File: config.mk
export PLATFORM = sky130hd
export DESIGN_NAME = fp_mult_arbiter
export DESIGN_NICKNAME = d
export VERILOG_FILES = /design/src/rtl/fp_mult_arbiter.sv
export SDC_FILE = /design/constraint.sdc
export NUM_CORES = 1
export LEC_CHECK = 0
export CORE_AREA = 2 2 186 188
export CTS_BUF_LIST = sky130_fd_sc_hd__clkbuf_8 sky130_fd_sc_hd__clkbuf_16
export DETAILED_ROUTE_END_ITERATION = 6
export DIE_AREA = 0 0 188 190
export PLACE_DENSITY = 0.53
export SYNTH_ARGS = -nofsm -noshare
export SYNTH_HDL_FRONTEND = slang
export SYNTH_SLANG_ARGS = --single-unit
File: constraint.sdc
create_clock -name clk -period 2.28 [get_ports clk]
set_input_delay 0.228 -clock clk [delete_from_list [all_inputs] [get_ports clk]]
set_output_delay 0.228 -clock clk [all_outputs]
set_load 0.1 [all_outputs]
File: src/rtl/fp_mult_arbiter.sv
// Round-robin arbiter that shares one two-stage fp_mult among NUM_REQ requesters.
// Operands are held for both fp_mult cycles, and results come back on a shared bus with one-hot valid.
module fp_mult_arbiter #(
  parameter int NUM_REQ = 4,
  parameter int TAG_W   = 4
) (
  input  logic                     clk,
  input  logic                     rst,
  input  logic [NUM_REQ-1:0]       req_valid,
  output logic [NUM_REQ-1:0]       req_ready,
  input  logic [32*NUM_REQ-1:0]    req_a,
  input  logic [32*NUM_REQ-1:0]    req_b,
  input  logic [3*NUM_REQ-1:0]     req_rnd,
  input  logic [TAG_W*NUM_REQ-1:0] req_tag,
  output logic [NUM_REQ-1:0]       rsp_valid,
  input  logic [NUM_REQ-1:0]       rsp_ready,
  output logic [31:0]              rsp_z,
  output logic [7:0]               rsp_status,
  output logic [TAG_W-1:0]         rsp_tag,
  output logic [31:0]              mul_a,
  output logic [31:0]              mul_b,
  output logic [2:0]               mul_rnd,
  input  logic [31:0]              mul_z,
  input  logic [7:0]               mul_status,
  output logic                     busy,
  output logic [15:0]              op_count,
  output logic [1:0]               dbg_state
);

  // Handshakes: a transfer happens on a clock edge where valid & ready are both high;
  // requesters hold valid and payload until ready, and responses stay on the bus until accepted.

  localparam int IDX_W  = $clog2(NUM_REQ);
  localparam int SCAN_W = IDX_W + 1;

  typedef enum logic [1:0] {
    S_IDLE    = 2'd0,
    S_ISSUE   = 2'd1,
    S_COLLECT = 2'd2,
    S_RESP    = 2'd3
  } state_t;

  state_t             state_q;
  logic [IDX_W-1:0]   rr_ptr_q;
  logic [IDX_W-1:0]   owner_q;
  logic [31:0]        a_q;
  logic [31:0]        b_q;
  logic [2:0]         rnd_q;
  logic [TAG_W-1:0]   tag_q;
  logic [31:0]        z_q;
  logic [7:0]         status_q;
  logic [NUM_REQ-1:0] rsp_valid_q;
  logic [15:0]        op_count_q;
  logic [15:0]        op_count_d;

  logic               rsp_accept;
  logic               arb_en;
  logic               grant;
  logic               grant_found;
  logic [IDX_W-1:0]   grant_idx;
  logic [IDX_W-1:0]   rr_next;
  logic [SCAN_W-1:0]  scan;
  logic [31:0]        sel_a;
  logic [31:0]        sel_b;
  logic [2:0]         sel_rnd;
  logic [TAG_W-1:0]   sel_tag;

  // Scan from rr_ptr upward with wrap; the first valid requester wins.
  always_comb begin
    grant_found = 1'b0;
    grant_idx   = '0;
    scan        = '0;
    for (int k = 0; k < NUM_REQ; k++) begin
      scan = {1'b0, rr_ptr_q} + SCAN_W'(k);
      if (scan >= SCAN_W'(NUM_REQ)) scan = scan - SCAN_W'(NUM_REQ);
      if (!grant_found && req_valid[scan[IDX_W-1:0]]) begin
        grant_found = 1'b1;
        grant_idx   = scan[IDX_W-1:0];
      end
    end
  end

  always_comb begin
    sel_a   = '0;
    sel_b   = '0;
    sel_rnd = '0;
    sel_tag = '0;
    for (int i = 0; i < NUM_REQ; i++) begin
      if (grant_idx == IDX_W'(i)) begin
        sel_a   = req_a[32*i +: 32];
        sel_b   = req_b[32*i +: 32];
        sel_rnd = req_rnd[3*i +: 3];
        sel_tag = req_tag[TAG_W*i +: TAG_W];
      end
    end
  end

  assign rsp_accept = (state_q == S_RESP) && |(rsp_valid_q & rsp_ready);
  assign arb_en     = (state_q == S_IDLE) || rsp_accept;
  // ready is gated by rst so it reads zero for the whole reset, not only after the first edge
  assign grant      = rst && arb_en && grant_found;
  assign req_ready  = grant ? (NUM_REQ'(1) << grant_idx) : '0;
  assign rr_next    = (grant_idx == IDX_W'(NUM_REQ - 1)) ? '0 : grant_idx + IDX_W'(1);
  assign op_count_d = (op_count_q == 16'hFFFF) ? op_count_q : op_count_q + 16'd1;

  always_ff @(posedge clk or negedge rst) begin
    if (!rst) begin
      state_q     <= S_IDLE;
      rr_ptr_q    <= '0;
      owner_q     <= '0;
      a_q         <= '0;
      b_q         <= '0;
      rnd_q       <= '0;
      tag_q       <= '0;
      z_q         <= '0;
      status_q    <= '0;
      rsp_valid_q <= '0;
      op_count_q  <= '0;
    end else begin
      case (state_q)
        S_IDLE: begin
          if (grant) state_q <= S_ISSUE;
        end
        S_ISSUE: begin
          state_q <= S_COLLECT;
        end
        S_COLLECT: begin
          z_q         <= mul_z;
          status_q    <= mul_status;
          rsp_valid_q <= NUM_REQ'(1) << owner_q;
          state_q     <= S_RESP;
        end
        S_RESP: begin
          if (rsp_accept) begin
            rsp_valid_q <= '0;
            op_count_q  <= op_count_d;
            state_q     <= grant ? S_ISSUE : S_IDLE;
          end
        end
        default: state_q <= S_IDLE;
      endcase
      // Operand registers move only on a grant, so fp_mult sees stable inputs across both stages.
      if (grant) begin
        a_q      <= sel_a;
        b_q      <= sel_b;
        rnd_q    <= sel_rnd;
        tag_q    <= sel_tag;
        owner_q  <= grant_idx;
        rr_ptr_q <= rr_next;
      end
    end
  end

  assign mul_a      = a_q;
  assign mul_b      = b_q;
  assign mul_rnd    = rnd_q;
  assign rsp_valid  = rsp_valid_q;
  assign rsp_z      = z_q;
  assign rsp_status = status_q;
  assign rsp_tag    = tag_q;
  assign busy       = (state_q != S_IDLE);
  assign op_count   = op_count_q;
  assign dbg_state  = state_q;

  a_ready_onehot: assert property (@(posedge clk) disable iff (!rst) $onehot0(req_ready));
  a_rsp_onehot:   assert property (@(posedge clk) disable iff (!rst) $onehot0(rsp_valid));
  a_no_grant_pending: assert property (@(posedge clk) disable iff (!rst)
    (state_q == S_RESP && !rsp_accept) |-> (req_ready == '0));

endmodule
After elaboration in Yosys (flattened, before gate mapping)
Index checks and enable logic that the tools add are counted.
Widths: inputs -> output; s select.

storage, ports and cells
  register bits = 137
  bits of input ports = 334
  output and inout bits = 138
  word-level logic and storage cells = 103

operators by class
  add/sub/neg operators = 9
  $lt $le $gt $ge = 8
  eq/ne operators = 9
  shift operators = 2
  muxes and demuxes = 44
  bitwise operators = 2
  reduce and logical (&&, ||, !) cells = 18

operators with widths
  kind                   count
  $mux 32                8
  $mux 4                 6
  $mux 2                 11
  $add 16x1->16 const B  1
  $eq 16x16->1 const B   1
  $lt 2x3->1 const B     4
  $mux 3                 4
  $ge 3x3->1 const B     3
  $mux 1                 9
  $bmux 1 s2             4
  $eq 2x2->1 const B     4
  $pmux 2 s4             1
  $pmux 4 s2             1
  $shl 1x2->4 const A    2
  $sub 2x1->2 const B    4
  $add 2x2->3 const B    2
  $logic_and 1x1->1      6
  $and 4x4->4            1
  $eq 2x1->1 const B     2
  $logic_not 2->1        2
  $ne 2x2->1 const B     2
  $reduce_and 2->1       2
  $reduce_bool 2->1      2
  $reduce_or 4->1        1
  7 further kinds        9

Depth between registers and ports, before layout
Gate-level depths: netlist of run 1.

  depth in word-level cells = 19
  gate-level depth with buffers = 12
  depth with buffers taken out = 10

Least setup slack after synthesis of run 1
OpenSTA, ideal clock, no wires.

  path type = reg-to-output
  from = register state_q[0] (netlist: dbg_state[0])
  to = output port req_ready[2]
  arrival time = 3607 ps
  required time = 2052 ps
  slack = -1555 ps
  stages on the path, launching flop included = 9
  path buffers = 3
  cell sequence = dfrtp_1 -> inv_1 -> ha_1 -> inv_1 -> a21o_4 -> buf_8 -> buf_12 -> buf_8 -> nor2_1

on the way
  longest elaborated chain between the ends = 6
  elaborated cells on any way between the ends = 7
  those cells by class = eq/ne: 1; mux: 1; reduce/logical: 5

ends and longest elaborated chain
  what                               line  RTL
  from (decl)                        43    state_t state_q;
  from (signal assigned)             137   state_q <= grant ? S_ISSUE : S_IDLE;
  $eq 2x2->1                         98    assign rsp_accept = (state_q == S_RESP) && |(rsp_valid_q & rsp_ready);
  $logic_and 1x1->1                  98
  $logic_or 1x1->1 *                 99    assign arb_en = (state_q == S_IDLE) || rsp_accept;
  $logic_and 1x1->1 * (2 in series)  101   assign grant = rst && arb_en && grant_found;
  $mux 4 *                           102   assign req_ready = grant ? (NUM_REQ'(1) << grant_idx) : '0;
  to (decl)                          10    output logic [NUM_REQ-1:0] req_ready,

Mark *: on every way between the ends. The rest lies on a longest branch, timed or not.

Worst setup path after layout of run 1
  from = register rr_ptr_q[1]
  to = output port req_ready[1]

on the way
  longest elaborated chain between the ends = 16
  elaborated cells on any way between the ends = 40
  those cells by class = add/sub: 7; order compare: 4; shift: 1; mux: 21; reduce/logical: 7

ends and longest elaborated chain
  what                                                                  line  RTL
  from (decl)                                                           44    logic [IDX_W-1:0] rr_ptr_q;
  from (signal assigned)                                                149   rr_ptr_q <= rr_next;
  parallel branches: the longest is 13 deep, another holds $add 2x1->3  -
  $mux 2 *                                                              76    if (!grant_found && req_valid[scan[IDX_W-1:0]]) begin
  named net grant_idx[0]                                                60    logic [IDX_W-1:0] grant_idx;
  $shl 1x2->4 *                                                         102
  $mux 4 *                                                              102

Mark *: on every way through the listed nets, which the timed path passes. The select of a mux whose other input is x is not followed.

==> flow_summary.yaml, run 1 <==
status:
  outcome: "finished with violations"
  violations: "negative setup slack"
drt:
  wl_met1_mm: 13.8
  routedWlPerCell_um: 18.7
  drc: 0
  dr_total_vias: 8021
  drtAntennaViolNets: 0
  drt_iter0_markers: 306
  highest_layer: "met4"
  wl_mm: 33.0
  vias_per_cell: 4.53
  dr.pass1.iters: 4
  wl_met2_mm: 16.1
  wl_met3_mm: 2.22
sta:
  hold_violations: 0
  skew_ns: 0.0122
  setup_ws_ns: -0.0556
  finalSetupViolCount: 8
  slew_headroom_pct: 47.7
  final-max-slew-violation-count: 0
  finalSetupTns_ns: -0.155
  period_share_pct: 102
  worst_slew_pin_slew_ns: 0.785
  rsz0062_at_grt: "true"
  period_needed_ns: 2.34
  fmaxAchievable_mhz: 428
layout:
  areaGrowthSynthToFinish_pct: 96.9
  final_nets: 1644
  final_util_pct: 42.2
  layout-drive-gt1-share_pct: 32.5
  antenna_cells: 0
  fin_area_mm2: 0.0143
global_routing:
  grt_overflow: 0
  grt_pass1_wl_mm: 47.8
  grt_start_max_net_pins: 139
  grt_use_total_pct: 17.5
  grt_pass1_vias: 8088
  antenna_found_initial: 0
floorplanning:
  io_pins: 472
  coreArea_mm2: 0.0339
  start_util_pct: 21.4
  die-area_mm2: 0.0357
  die_w_um: 188
  rows: 68
  fp.dieH_um: 190
setup_path:
  critPathKind: "reg -> out"
  worstSetupEndpointType: "output pin"
  slowest_stage: "dfrtp_1"
  cp_top_family: "buffers and inverters"
  crit_arrival_ns: 2.11
  start_kind: "flip-flop"
  crit_buf_inv: 3
  cp_max_fo: 5
  worstPathRequired_ns: 2.05
  slowest_delay_ns: 0.41
  crit_chain: "mux2i_1 -> nor2_1 -> nor3_2 -> buf_4 -> ha_4 -> buf_6 -> and2_4 -> buf_12"
yosys:
  ys_ff_latch: 137
  synth_top_area_share_pct: 47.1
  yosysWarnings: 0
  yosysSeqAreaShare_pct: 47.1
  synth_area_leaders: "dfrtp_1 (47%), a221oi_1 (8.5%), mux2_2 (6.5%)"
  synth-main-ff-cell: "dfrtp_1"
  synth_edf_count: 0
  async_reset_ff_share_pct: 100
  postSynthAreaPerCell_um2: 9.22
  syn_area_mm2: 0.00727
  synth.distinct_cells: 46
  synth_cells: 789
  synth.most_common_cell: "dfrtp_1"
  syn-num-nets: 1132
  yosysTopAreaCell: "dfrtp_1"
  synth_commonest_cells: "dfrtp_1 (137), nand2_1 (89), nor2_1 (83)"
clock_tree:
  cts_max_path_buffers: 2
  clock_latency_ns: 0.43
  clkTransAtPathRegs_ns: 0.06
  cts_sinks: 137
  cts_made_buffers: 17
  cts-root-buf: "clkbuf_16"
  cts-htree-levels: 4
  cts_tree: "built"
power_and_ir_drop:
  peakVddDrop_mv: 1.10
  leakage_nw: 5.92
  power.density_mw_per_mm2: 1630
placed_design:
  port_buffers: 471
  dpl.hpwl_mm: 24.6
  place_congestion: 0.824
  placed_area_mm2: 0.0128
flow_run:
  drv_cap: 0
min_path:
  hold_path_class: "in -> reg"
-- cell type report --
cell class / instances / area, um2
Clock inverter: 11 / 193
Inverter: 11 / 55.1
Tap cell: 455 / 569
Multi-Input combinational cell: 573 / 4160
Timing Repair Buffer: 561 / 5430
Clock buffer: 21 / 480
Fill cell: 3300 / 19600
Sequential cell: 137 / 3440
-- worst register-to-register path, cell delays in order, from the launching register on --
cell      delay (ns)
dfrtp_1         0.41
mux2i_1         0.21
nor2_1          0.06
nor3_2          0.21
inv_2           0.09
ha_2            0.19
nor2b_4         0.15
buf_12          0.16
buf_4           0.18
a221oi_4        0.26
nor3_1          0.08
a21oi_1         0.12
o21ai_1         0.08
-- sequential cells by signal (all words and copies together), names as in the netlist --
register    count
rsp_z          32
rr_ptr_q        2
mul_rnd         3
rsp_valid       4
dbg_state       2
owner_q         2
mul_b          32
rsp_tag         4
mul_a          32
rsp_status      8
op_count       16
-- where the power goes --
part	internal [W]	switching, W
combinational	0.00483	0.0112
sequential	0.00345	0.000618
clock	0.00206	0.00114
total	0.0103	0.0129
-- metal layers --
metal	up-vias	track usage [%]
li1	3910	-
met5	-	0
met4	0	6.36
met2	331	30.0
met1	3735	20.9
met3	45	4.80
-- through the flow --
stage          hold WS, ns  setup WS, ns  power, W  cells
6_report             0.418       -0.0556    0.0233   1769
5_1_grt              0.395        -0.184    0.0245   1769
4_1_cts              0.390       -0.0837    0.0227   1752
3_5_place_dp         0.453        -0.583    0.0191   1715
3_3_place_gp         0.456        -0.522    0.0190   1715
2_1_floorplan      -0.0676        -0.526    0.0147    789
-- cell families (layout without fill, tap and decap cells) --
group                      after synthesis  after routing  share of synthesized area (%)
xor gates and xnor gates                14             14                           1.69
DFF                                    137            137                           47.1
muxes                                   43             43                           6.64
adders and majority gates                9              9                           1.55
AOI/OAI and AO/OA                      238            238                           21.5
and+or+nand+nor                        269            269                           16.1
buffers and inverters                   79            604                           5.33
-- path summary, 6_finish.rpt --
kind                                  start           end  slack, ns  cells past startpoint
worst max-delay path            rr_ptr_q[1]  req_ready[1]      -0.06                      8
worst min-delay path              mul_z[21]     rsp_z[21]       0.42                      2
worst max register to register  rr_ptr_q[1]      mul_b[9]      -0.03                     12
worst min register to register   mul_rnd[1]    mul_rnd[1]       0.47                      2
max in group asynchronous               rst     mul_a[20]       1.15                      3
min in group asynchronous               rst  rsp_valid[2]       0.52                      3
-- cell usage in the layout (no fill, tap or decap), types with 3 or more instances in the layout --
| cell type | netlist | layout |
|---|---|---|
| a21oi_1 | 75 | 65 |
| a21oi_2 | 0 | 9 |
| a221oi_1 | 71 | 19 |
| a221oi_2 | 0 | 41 |
| a221oi_4 | 0 | 11 |
| buf_12 | 1 | 25 |
| buf_4 | 3 | 192 |
| buf_6 | 0 | 9 |
| bufinv_16 | 0 | 5 |
| clkbuf_16 | 0 | 19 |
| clkbuf_8 | 0 | 4 |
| clkdlybuf4s50_1 | 0 | 332 |
| clkinv_4 | 0 | 3 |
| dfrtp_1 | 137 | 134 |
| ha_2 | 0 | 3 |
| ha_4 | 0 | 4 |
| inv_1 | 10 | 6 |
| inv_4 | 0 | 4 |
| mux2_2 | 42 | 42 |
| nand2_1 | 89 | 83 |
| nand2_2 | 0 | 6 |
| nand3_1 | 8 | 8 |
| nand4_1 | 5 | 5 |
| nor2_1 | 83 | 81 |
| nor3_1 | 72 | 51 |
| nor3_2 | 0 | 21 |
| o21a_1 | 3 | 3 |
| o21ai_0 | 57 | 20 |
| o21ai_1 | 10 | 47 |
| o21ai_2 | 8 | 8 |
| o32ai_1 | 4 | 4 |
| xnor2_1 | 9 | 9 |
| xor2_1 | 5 | 5 |
-- timing repair --
action	in CTS	in global routing
setup endpoints to repair	67	74
gates resized for setup	54	92
hold buffers	1	0
cloned	0	4
buffers inserted	4	13
hold endpoints to repair	32	0
pin swaps	5	30
Note: power is estimated with default switching activity, not from simulation.
==> run 2: changes to the inputs <==
--- a/config.mk
+++ b/config.mk
@@ -9,6 +9,7 @@
 export CTS_BUF_LIST = sky130_fd_sc_hd__clkbuf_8 sky130_fd_sc_hd__clkbuf_16
 export DETAILED_ROUTE_END_ITERATION = 6
 export DIE_AREA = 0 0 188 190
+export HOLD_SLACK_MARGIN = 0.05
 export PLACE_DENSITY = 0.53
 export SYNTH_ARGS = -nofsm -noshare
 export SYNTH_HDL_FRONTEND = slang
==> results of run 2 <==
Final layout, timing and power as in run 1 (identical DEF).
==> run 3: changes to the inputs <==
==> config.mk (replaced) <==
export PLATFORM = sky130hd
export DESIGN_NAME = fp_mult_arbiter
export DESIGN_NICKNAME = d
export VERILOG_FILES = /design/src/rtl/fp_mult_arbiter.sv
export SDC_FILE = /design/constraint.sdc
export NUM_CORES = 1
export LEC_CHECK = 0
export CORE_AREA = 5 5 179 181
export CTS_BUF_LIST = sky130_fd_sc_hd__clkbuf_8 sky130_fd_sc_hd__clkbuf_16
export CTS_CLUSTER_SIZE = 30
export DETAILED_ROUTE_END_ITERATION = 6
export DIE_AREA = 0 0 184 186
export HOLD_SLACK_MARGIN = 0.05
export PLACE_DENSITY = 0.58
export SYNTH_ARGS = -nofsm -noshare
export SYNTH_HDL_FRONTEND = slang
export SYNTH_SLANG_ARGS = --single-unit
==> flow_summary.yaml, run 3 (synthesized netlist as in run 1, its figures left out) <==
setup_path:
  crit_arrival_ns: 2.24
  worstPathRequired_ns: 2.05
  slowest_delay_ns: 0.40
  crit_buf_inv: 7
  worstSetupEndpointType: "output pin"
  start_kind: "flip-flop"
  crit_chain: "buf_4 -> a21oi_2 -> o21a_1 -> o22ai_1 -> buf_4 -> inv_4 -> buf_4 -> ha_4 -> buf_16 -> inv_2 -> nor2_4 -> buf_12"
  cp_max_fo: 4
  slowest_stage: "dfrtp_1"
  critPathKind: "reg -> out"
  worst_path_most_repeated_cell: "buf_4"
  cp_top_family: "buffers and inverters"
drt:
  wl_mm: 35.8
  vias_per_cell: 4.81
  dr.pass1.iters: 5
  routedWlPerCell_um: 20.8
  dr_total_vias: 8303
  drc: 0
  drtAntennaViolNets: 0
  drt_iter0_markers: 264
layout:
  post_layout_nonfiller_instances: 1727
  layout_common_cells: "clkdlybuf4s50_1 (332), buf_4 (192), dfrtp_1 (134), nand2_1 (83), nor2_1 (60)"
  layout-drive-gt1-share_pct: 36.8
  areaGrowthSynthToFinish_pct: 103
  final_common_cell: "clkdlybuf4s50_1"
  final_nets: 1660
  final_util_pct: 48.8
  fill_cells: 2798
sta:
  setup_ws_ns: -0.187
  worst_slew_pin_slew_ns: 0.787
  rsz0062_at_grt: "true"
  period_needed_ns: 2.47
  skew_ns: 0.0192
  hold_violations: 0
  period_share_pct: 108
  final-max-slew-violation-count: 0
  slew_headroom_pct: 47.5
  finalSetupViolCount: 74
  fmaxAchievable_mhz: 405
  hold_slack_ns: 0.418
  finalSetupTns_ns: -5.67
global_routing:
  antenna_found_initial: 1
  grt_overflow: 0
  grt_use_total_pct: 19.4
  grt_pass1_vias: 8751
  grt_start_max_net_pins: 139
  grt_pass1_wl_mm: 51.5
power_and_ir_drop:
  leakage_nw: 6.04
  p_sw_w: 0.0134
  intPower_w: 0.0103
  power_w: 0.0237
  power.density_mw_per_mm2: 1610
  peakVddDrop_mv: 0.651
  netSwitchingFraction_pct: 56.7
  p_clk_share_pct: 11.7
  pwr-share-seq_pct: 17.2
  combPwrFrac_pct: 71.1
min_path:
  hold_path_class: "in -> reg"
clock_tree:
  clkTransAtPathRegs_ns: 0.07
  cts_max_path_buffers: 2
  cts_sinks: 137
  cts-root-buf: "clkbuf_16"
  cts_made_buffers: 17
  cts-htree-levels: 4
  cts_tree: "built"
  clock_latency_ns: 0.42
placed_design:
  port_buffers: 471
  dp_cells: 1662
  dpl.hpwl_mm: 25.6
  place_congestion: 0.838
status:
  outcome: "finished with violations"
  violations: "negative setup slack"
floorplanning:
  io_pins: 472
  rows: 64
  die-area_mm2: 0.0342
  start_util_pct: 24.0
  fp.dieH_um: 186
  coreArea_mm2: 0.0303
  die_w_um: 184
flow_run:
  drv_cap: 0
run 3: cell count changes in the layout (fill, tap and decap cells not counted), moves of 5 or more:
cell / change
a21oi_1: -6
buf_12: -5
a221oi_1: -8
nor2_1: -21
nor2_4: +12
a21oi_2: +6
buf_6: +14
nor2_2: +9
nor3_4: +8
nor3_1: -12
inv_6: +7
a221oi_4: +6
run 3: worst reg2reg max path, delay by kind of cell (launching register included):
| family | cells | cell delay [ns] |
|---|---|---|
| compound gates | 3 | 0.41 |
| fa+ha+maj | 1 | 0.20 |
| buf+inv | 5 | 0.68 |
| flops | 1 | 0.40 |
| mux | 1 | 0.19 |
| simple gates | 4 | 0.48 |
run 3: power groups by stage:
| stage | combinational (W) | sequential (W) | clock [W] |
|---|---|---|---|
| CTS | 0.0161 | 0.00410 | 0.00285 |
| finish | 0.0168 | 0.00408 | 0.00278 |
| detailed placement | 0.0149 | 0.00412 | 0 |
| global route | 0.0176 | 0.00422 | 0.00298 |
| floorplan | 0.00388 | 0.0108 | 0 |
| global placement | 0.0148 | 0.00409 | 0 |
run 3: worst paths after layout:
path                             start            end  slack [ns]  depth (start not counted)
min in group asynchronous          rst  rsp_status[5]        0.51                          3
max reg2reg                rr_ptr_q[1]      mul_a[15]       -0.18                         14
min reg2reg                  mul_a[27]      mul_a[27]        0.48                          2
max                        rr_ptr_q[1]   req_ready[3]       -0.19                         12
min                           mul_z[6]       rsp_z[6]        0.42                          2
max in group asynchronous          rst   dbg_state[1]        1.14                          3
run 3: timing repair:
item	CTS	global route
hold endpoints to repair	137	0
cloned	6	2
endpoints found under the setup margin	75	75
hold buffers	1	0
gates resized for setup	140	99
buffers inserted	17	7
pin swaps	12	11
run 3: cell type report:
type,count,area (um2),share of cell area (%)
Tap cell,396,495,3.36
Sequential cell,137,3440,23.3
Clock buffer,17,425,2.88
Multi-Input combinational cell,573,4510,30.6
Inverter,11,57.6,0.390
Clock inverter,15,151,1.03
Timing Repair Buffer,577,5680,38.5
Antenna cell,1,2.50,0.0169
run 3: layer usage:
| layer | global-route usage, % | part of all wire, % |
|---|---|---|
| met1 | 23.9 | 40 |
| met2 | 33.7 | 51 |
| met3 | 5.32 | 7.4 |
| met4 | 5.03 | 1.7 |
| met5 | 0 | 0 |
run 3: metrics by stage:
| stage | area [um2] | setup WS (ns) |
|---|---|---|
| 6_report | 14800 | -0.187 |
| 3_5_place_dp | 12700 | -0.600 |
| 2_1_floorplan | 7340 | -0.526 |
| 4_1_cts | 14200 | -0.267 |
| 5_1_grt | 14800 | -0.335 |
| 3_3_place_gp | 12700 | -0.584 |
